**src/rtl/uart_rx.sv**
```systemverilog
// -----------------------------------------------------------------------------
// uart_rx -- 8N1 UART receiver (receive end of the uart_tx link)
//
// Oversamples the serial line on tick_in strobes (SAMPLE_RATE ticks per bit).
// It finds the falling start edge and confirms the start bit at mid-bit. It then
// samples each data bit at its centre and shifts the bits in LSB-first. The stop
// bit is checked at its centre.
//
// Handshake: valid_out is a one-cycle strobe with no back-pressure. A downstream
// consumer must capture data_out in the same cycle as valid_out, or at any later
// cycle before the next valid_out, because data_out holds the last good byte.
// frame_err_out is a one-cycle strobe. data_out does not change on a framing error.
//
// Ports
//   clk_in         in   1           system clock
//   rst_n_in       in   1           asynchronous active-low reset
//   tick_in        in   1           oversample strobe, one clk_in cycle wide
//   rx_in          in   1           raw serial line, asynchronous, idles high
//   data_out       out  DATA_WIDTH  last good byte
//   valid_out      out  1           data_out updated this cycle
//   busy_out       out  1           frame in progress (state != IDLE)
//   frame_err_out  out  1           stop bit sampled low
//   dbg_state_out  out  3           current FSM state, for observation only
// -----------------------------------------------------------------------------
module uart_rx #(
  parameter int SAMPLE_RATE = 16,
  parameter int DATA_WIDTH  = 8
) (
  input  logic                  clk_in,
  input  logic                  rst_n_in,
  input  logic                  tick_in,
  input  logic                  rx_in,
  output logic [DATA_WIDTH-1:0] data_out,
  output logic                  valid_out,
  output logic                  busy_out,
  output logic                  frame_err_out,
  output logic [2:0]            dbg_state_out
);

  localparam int CW = $clog2(SAMPLE_RATE);
  localparam int BW = $clog2(DATA_WIDTH + 1);

  localparam logic [CW-1:0] CNT_HALF = CW'(SAMPLE_RATE / 2 - 1);
  localparam logic [CW-1:0] CNT_FULL = CW'(SAMPLE_RATE - 1);
  localparam logic [BW-1:0] BIT_LAST = BW'(DATA_WIDTH - 1);

  typedef enum logic [2:0] {
    S_IDLE  = 3'd0,
    S_START = 3'd1,
    S_DATA  = 3'd2,
    S_STOP  = 3'd3,
    S_BREAK = 3'd4
  } state_t;

  // Two-flop synchroniser. It resets to the idle (high) line level, so leaving
  // reset does not look like a start edge.
  logic r_sync1;
  logic r_sync2;
  logic w_rx_s;

  always_ff @(posedge clk_in or negedge rst_n_in) begin
    if (!rst_n_in) begin
      r_sync1 <= 1'b1;
      r_sync2 <= 1'b1;
    end else begin
      r_sync1 <= rx_in;
      r_sync2 <= r_sync1;
    end
  end

  assign w_rx_s = r_sync2;

  // Registered state
  state_t                r_state;
  logic [CW-1:0]         r_cnt;
  logic [BW-1:0]         r_bit_idx;
  logic [DATA_WIDTH-1:0] r_shreg;
  logic [DATA_WIDTH-1:0] r_data;
  logic                  r_valid;
  logic                  r_ferr;
  logic                  r_busy;

  // Next-state values
  state_t                w_state_nx;
  logic [CW-1:0]         w_cnt_nx;
  logic [BW-1:0]         w_bit_idx_nx;
  logic [DATA_WIDTH-1:0] w_shreg_nx;
  logic [DATA_WIDTH-1:0] w_data_nx;
  logic                  w_valid_nx;
  logic                  w_ferr_nx;

  always_comb begin
    w_state_nx   = r_state;
    w_cnt_nx     = r_cnt;
    w_bit_idx_nx = r_bit_idx;
    w_shreg_nx   = r_shreg;
    w_data_nx    = r_data;
    w_valid_nx   = 1'b0;
    w_ferr_nx    = 1'b0;

    // Nothing moves between ticks. The counter is always cleared explicitly at
    // its terminal value and never wraps on its own.
    if (tick_in) begin
      case (r_state)
        S_IDLE: begin
          if (!w_rx_s) begin
            w_state_nx = S_START;
            w_cnt_nx   = '0;
          end
        end

        S_START: begin
          if (r_cnt == CNT_HALF) begin
            w_cnt_nx = '0;
            if (!w_rx_s) begin
              // The line is still low at mid start bit, so this is a real start.
              // From here on, each full bit count lands on a bit centre.
              w_state_nx   = S_DATA;
              w_bit_idx_nx = '0;
            end else begin
              // A short low pulse (a glitch). Drop it without any outputs.
              w_state_nx = S_IDLE;
            end
          end else begin
            w_cnt_nx = r_cnt + 1'b1;
          end
        end

        S_DATA: begin
          if (r_cnt == CNT_FULL) begin
            w_cnt_nx = '0;
            // Right shift: the first bit received ends up in the LSB.
            w_shreg_nx = {w_rx_s, r_shreg[DATA_WIDTH-1:1]};
            if (r_bit_idx == BIT_LAST) begin
              w_state_nx   = S_STOP;
              w_bit_idx_nx = '0;
            end else begin
              w_bit_idx_nx = r_bit_idx + 1'b1;
            end
          end else begin
            w_cnt_nx = r_cnt + 1'b1;
          end
        end

        S_STOP: begin
          if (r_cnt == CNT_FULL) begin
            w_cnt_nx = '0;
            if (w_rx_s) begin
              // Go back to IDLE at mid stop bit. That leaves half a bit to catch a
              // start edge that follows with no idle gap.
              w_data_nx  = r_shreg;
              w_valid_nx = 1'b1;
              w_state_nx = S_IDLE;
            end else begin
              w_ferr_nx  = 1'b1;
              w_state_nx = S_BREAK;
            end
          end else begin
            w_cnt_nx = r_cnt + 1'b1;
          end
        end

        S_BREAK: begin
          // Wait for the line to go high. A line held low must not keep
          // triggering new starts.
          if (w_rx_s) begin
            w_state_nx = S_IDLE;
          end
        end

        default: begin
          w_state_nx = S_IDLE;
          w_cnt_nx   = '0;
        end
      endcase
    end
  end

  always_ff @(posedge clk_in or negedge rst_n_in) begin
    if (!rst_n_in) begin
      r_state   <= S_IDLE;
      r_cnt     <= '0;
      r_bit_idx <= '0;
      r_shreg   <= '0;
      r_data    <= '0;
      r_valid   <= 1'b0;
      r_ferr    <= 1'b0;
      r_busy    <= 1'b0;
    end else begin
      r_state   <= w_state_nx;
      r_cnt     <= w_cnt_nx;
      r_bit_idx <= w_bit_idx_nx;
      r_shreg   <= w_shreg_nx;
      r_data    <= w_data_nx;
      r_valid   <= w_valid_nx;
      r_ferr    <= w_ferr_nx;
      // busy is registered from the next state, so it matches (state != IDLE)
      // with no extra cycle of lag.
      r_busy    <= (w_state_nx != S_IDLE);
    end
  end

  assign data_out      = r_data;
  assign valid_out     = r_valid;
  assign frame_err_out = r_ferr;
  assign busy_out      = r_busy;
  assign dbg_state_out = r_state;

endmodule
```
**config.mk**
```make
export PLATFORM = sky130hd
export DESIGN_NAME = uart_rx
export DESIGN_NICKNAME = d
export VERILOG_FILES = /design/src/rtl/uart_rx.sv
export SDC_FILE = /design/constraint.sdc
export NUM_CORES = 1
export LEC_CHECK = 0
export CORE_MARGIN = 3
export CORE_UTILIZATION = 40
export CTS_CLUSTER_DIAMETER = 100
export DETAILED_ROUTE_END_ITERATION = 10
export GPL_TIMING_DRIVEN = 0
export SLEW_MARGIN = 20
export SYNTH_ARGS = -nofsm -noshare
export SYNTH_HDL_FRONTEND = slang
export SYNTH_SLANG_ARGS = --single-unit
```
**constraint.sdc**
```tcl
create_clock -name clk_in -period 2.25 [get_ports clk_in]
set_clock_uncertainty 0.15 [all_clocks]
set_input_delay 0.225 -clock clk_in [delete_from_list [all_inputs] [get_ports clk_in]]
set_output_delay 0.225 -clock clk_in [all_outputs]
set_load 0.005 [all_outputs]
```
After elaboration in Yosys (flattened, before gate mapping)
Cells that the tools add are included.

Add/sub/neg operators: 2. Equality and inequality tests: 11. Mux-type cells: 26. Bitwise operators: 1. Reductions and logical operators: 8.

Operators with widths (number): 2-to-1 mux 3 bit (8); 2-to-1 mux 4 bit (6); one-hot mux 4 bit (4 select lines) (1); one-hot mux 3 bit (5 select lines) (1); adder 4 x 1 -> 4 bit, second input constant (2); equality test 4 x 3 -> 1 bit, second input constant (2); 2-to-1 mux 1 bit (8); inequality test 2 bit, second input constant (4); one-hot mux 4 bit (2 select lines) (1); equality test 3 x 2 -> 1 bit, second input constant (2); AND reduction 3 bit (2); AND reduction 5 bit (1); equality test 4 bit, second input constant (1); AND reduction 4 bit (1); equality test 3 x 1 -> 1 bit, second input constant (1); equality test 3 bit, second input constant (1); zero test 3 bit (1); nonzero test 3 bit (1); 2-to-1 mux 2 bit (1); nonzero test 2 bit (1); OR reduction 2 bit (1); inverter 1 bit (1).

Register bits: 32. Input port bits: 4. Output and inout bits: 14. Logic and storage cells: 58.

Longest topological paths before layout
Depth after elaboration: 6. Depth in mapped cells: 6. Depth with buffers taken out: 5.

Worst setup path after synthesis
OpenSTA, ideal clock, no wires.

Path type: reg-to-reg. Start: register r_cnt[0]. End: register r_data[0], in the netlist data_out[0]. Library setup time: 0.125 ns. Arrival: 1.491 ns. Data required time: 1.975 ns. Path slack: 0.484 ns. Cell stages (with the launch flop): 5. Path buffers: 0. Period minus slack after synthesis: 1.766 ns. Path through: dfrtp_1 ha_1 nand4_2 nor3_4 mux2_2.

Longest elaborated chain between the ends: 2.

Ends and longest elaborated chain: start: declaration (line 75) `logic [CW-1:0] r_cnt;`; start signal: assignment (line 191) `r_cnt <= w_cnt_nx;`; equality test 4 bit (line 146) `if (r_cnt == CNT_FULL) begin`; AND reduction 4 bit (no source line); end signal: assignment (line 194) `r_data <= w_data_nx;`; end: declaration (line 78) `logic [DATA_WIDTH-1:0] r_data;`.

No other way between the ends. A chain may end at the register's enable or synchronous reset.

Worst setup path in the final report
Start: register r_cnt[0]. End: register r_data[3], in the netlist data_out[3].

The elaborated chain is that of the path after synthesis.

==> results_dict.tcl <==
set metrics [dict create \
    async_reset_ff_frac 1.000 \
    dominantRegCellSynth "dfrtp_1" \
    powerDensity_nw_per_um2 770.5 \
    clk_path_buf_depth 2 \
    cts.sinks 32 \
    synthDistinctLibCells 37 \
    initial_core_util 0.4278 \
    p_sw_mw 0.3780 \
    swShare 0.2779 \
    drt-total-wl_um 2684 \
    rsz0062_at_grt "no" \
    h-tree-depth 2 \
    required_ps 2320 \
    wl_per_cell_um 13.98 \
    cts_root_buf "clkbuf_4" \
    cp_max_fo 9 \
    finalHoldViolCount 0 \
    grt_pass1_wl_um 4616 \
    slew_violations 0 \
    place_hpwl_um 1870 \
    post_cts_buffers 0 \
    num_rows 21 \
    final_cells 192 \
    die-area_sq_um 4415 \
    worstPathArrival_ps 2130 \
    nets 151 \
    critical_path_class "flip-flop to flip-flop" \
    pin_count 18 \
    fin_setup_tns_ps 0 \
    port_buffers 16 \
    finalCriticalPeriod_ps 2059 \
    p_leak_nw 0.8296 \
    yosysSeqAreaShare 0.5497 \
    synth_nets 127 \
    dp_cells 183 \
    cts_tree "yes" \
    drt_first_pass_iters 4 \
    combPwrFrac 0.188 \
    overflow 0 \
    antenna_found_initial 0 \
    ir_worst_vdd_uv 256.5 \
    synth_warnings 0 \
    hp-class "primary input to flip-flop" \
    internal_power_mw 0.9822 \
    maxSlewHeadroom 0.5336 \
    syn_area_per_cell_sq_um 12.08 \
    fmax_mhz 485.6 \
    grt_pass1_vias 978 \
    die_y_um 66.45 \
    place_congestion 0.8267 \
    finalCritPeriodShare 0.9153 \
    drive_gt1_frac 0.2740 \
    first_iter_violations 31 \
    grt_max_degree 33 \
    die_w_um 66.45 \
    area_delta_synth_final_pct 20.80 \
    pwr-share-clk 0.314 \
    clock_latency_ps 340 \
    maxCapViolCount 0 \
    post_drt_via_cell_ratio 5.141 \
    holdPathStages 3 \
    worst_pin_slew_ps 699.7 \
    rr_worst_depth 4 \
    status "finished clean" \
    path_clk_slew_ps 100 \
    crit_path_end_kind "flip-flop" \
    ant_nets 0 \
    num_antenna_cells 0 \
    seqPwrFrac 0.497 \
    syn_inst 121 \
    drc 0 \
    syn-cell-area_sq_um 1461 \
    setup_viol 0 \
    ys_ff_latch 32 \
    worstSetupStartpointType "flip-flop" \
    synth_edf_count 0 \
    vias 987 \
    core_sq_um 3416 \
    cts_buffers 5 \
    grt_usage 0.1420 \
]
## worst paths after layout
| kind | startpoint | endpoint | slack, ps |
|---|---|---|---|
| max | r_cnt[0] | data_out[3] | 190 |
| min | tick_in | dbg_state_out[0] | 100 |
| max reg2reg | r_cnt[0] | data_out[3] | 190 |
| min reg2reg | r_sync1 | r_sync2 | 210 |
| max in group asynchronous | rst_n_in | data_out[7] | 1180 |
| min in group asynchronous | rst_n_in | dbg_state_out[1] | 310 |
## cell usage after synthesis, drive strengths merged, types with 2 or more instances
cell type	instances	area share
a32o	2	0.014
nand2	13	0.033
buf	5	0.027
a21o	2	0.010
dfrtp	30	0.51
dfstp	2	0.036
nand3b	3	0.015
nor3	5	0.025
mux2	16	0.12
ha	2	0.017
inv	3	0.0077
nand3	4	0.014
nor2	5	0.015
o21ai	10	0.034
nor2b	2	0.0086
## layout make-up
type / instances / area, sq um
clock inverter: 2 / 35.03
sequential: 32 / 803.3
buffer: 6 / 43.79
fill: 314 / 1650
timing repair buffer: 17 / 165.2
tap: 46 / 57.56
clock buffer: 6 / 41.29
multi-input combinational: 80 / 608.1
inverter: 3 / 11.26
## flip-flops by register name, indices dropped and copies added (netlist names)
| name | flops |
|---|---|
| data_out | 8 |
| r_sync2 | 1 |
| r_shreg | 8 |
| r_cnt | 4 |
| dbg_state_out | 3 |
| r_sync1 | 1 |
| busy_out | 1 |
| r_bit_idx | 4 |
| valid_out | 1 |
| frame_err_out | 1 |
## power groups by stage
| stage | Combinational [mW] | Sequential [mW] | Clock, mW |
|---|---|---|---|
| after floorplan | 0.201 | 0.677 | 0 |
| after global placement | 0.241 | 0.684 | 0 |
| after detailed placement | 0.253 | 0.688 | 0 |
| after CTS | 0.256 | 0.676 | 0.447 |
| after global routing | 0.289 | 0.686 | 0.470 |
| final | 0.256 | 0.676 | 0.428 |
## cell families after synthesis
group | Yosys count | synth area share
AND/OR/NAND/NOR | 41 | 0.1661
flip-flops | 32 | 0.5497
AO/OA/AOI/OAI | 19 | 0.09331
multiplexers | 17 | 0.1301
buffers and inverters | 9 | 0.03766
adder cells (fa/ha/maj) | 2 | 0.01712
XOR/XNOR | 1 | 0.005994
## critical path, stage by stage, from the launching register on
cell	delay, ps
dfrtp_1	410
ha_1	320
nand4_2	200
nor3_4	460
mux2_2	400
## cell usage in the layout, fill, tap and decap left out, types with 2 or more instances in the layout
master            n
dfrtp_1          30
clkdlybuf4s50_1  15
mux2_2           16
o21ai_0           5
buf_4             3
nand3b_1          3
a32o_1            2
nor2b_1           2
dfstp_2           2
inv_1             3
ha_1              2
nor3_1            4
buf_2             2
clkbuf_4          5
nand3_1           4
nand2_1          13
a21o_1            2
nor2_1            4
o21ai_1           5
## metal layers
layer | wire [um] | vias up | GRT usage
met5 | 0 | - | 0
met1 | 1233 | 468 | 0.1683
met4 | 55 | 0 | 0.06853
met2 | 1231 | 29 | 0.2230
li1 | - | 483 | -
met3 | 163 | 7 | 0.05612
## through the flow
step	power [mW]	hold slack [ps]	util	setup slack [ps]	cell area (sq um)
final	1.360	95.79	0.5169	190.5	1765
after global routing	1.445	115.6	0.5169	87.71	1765
after CTS	1.379	83.53	0.5154	159.4	1760
after detailed placement	0.9408	165.3	0.4901	183.1	1674
after global placement	0.9252	196.9	0.4916	224.0	1679
after floorplan	0.8774	-220.6	-	484.1	1461
## what timing repair did
action	CTS	global route
setup endpoints to repair	0	1
hold endpoints to repair	30	0
gates resized for setup	0	1
hold buffers	1	0
(Power assumes the default switching activity.)
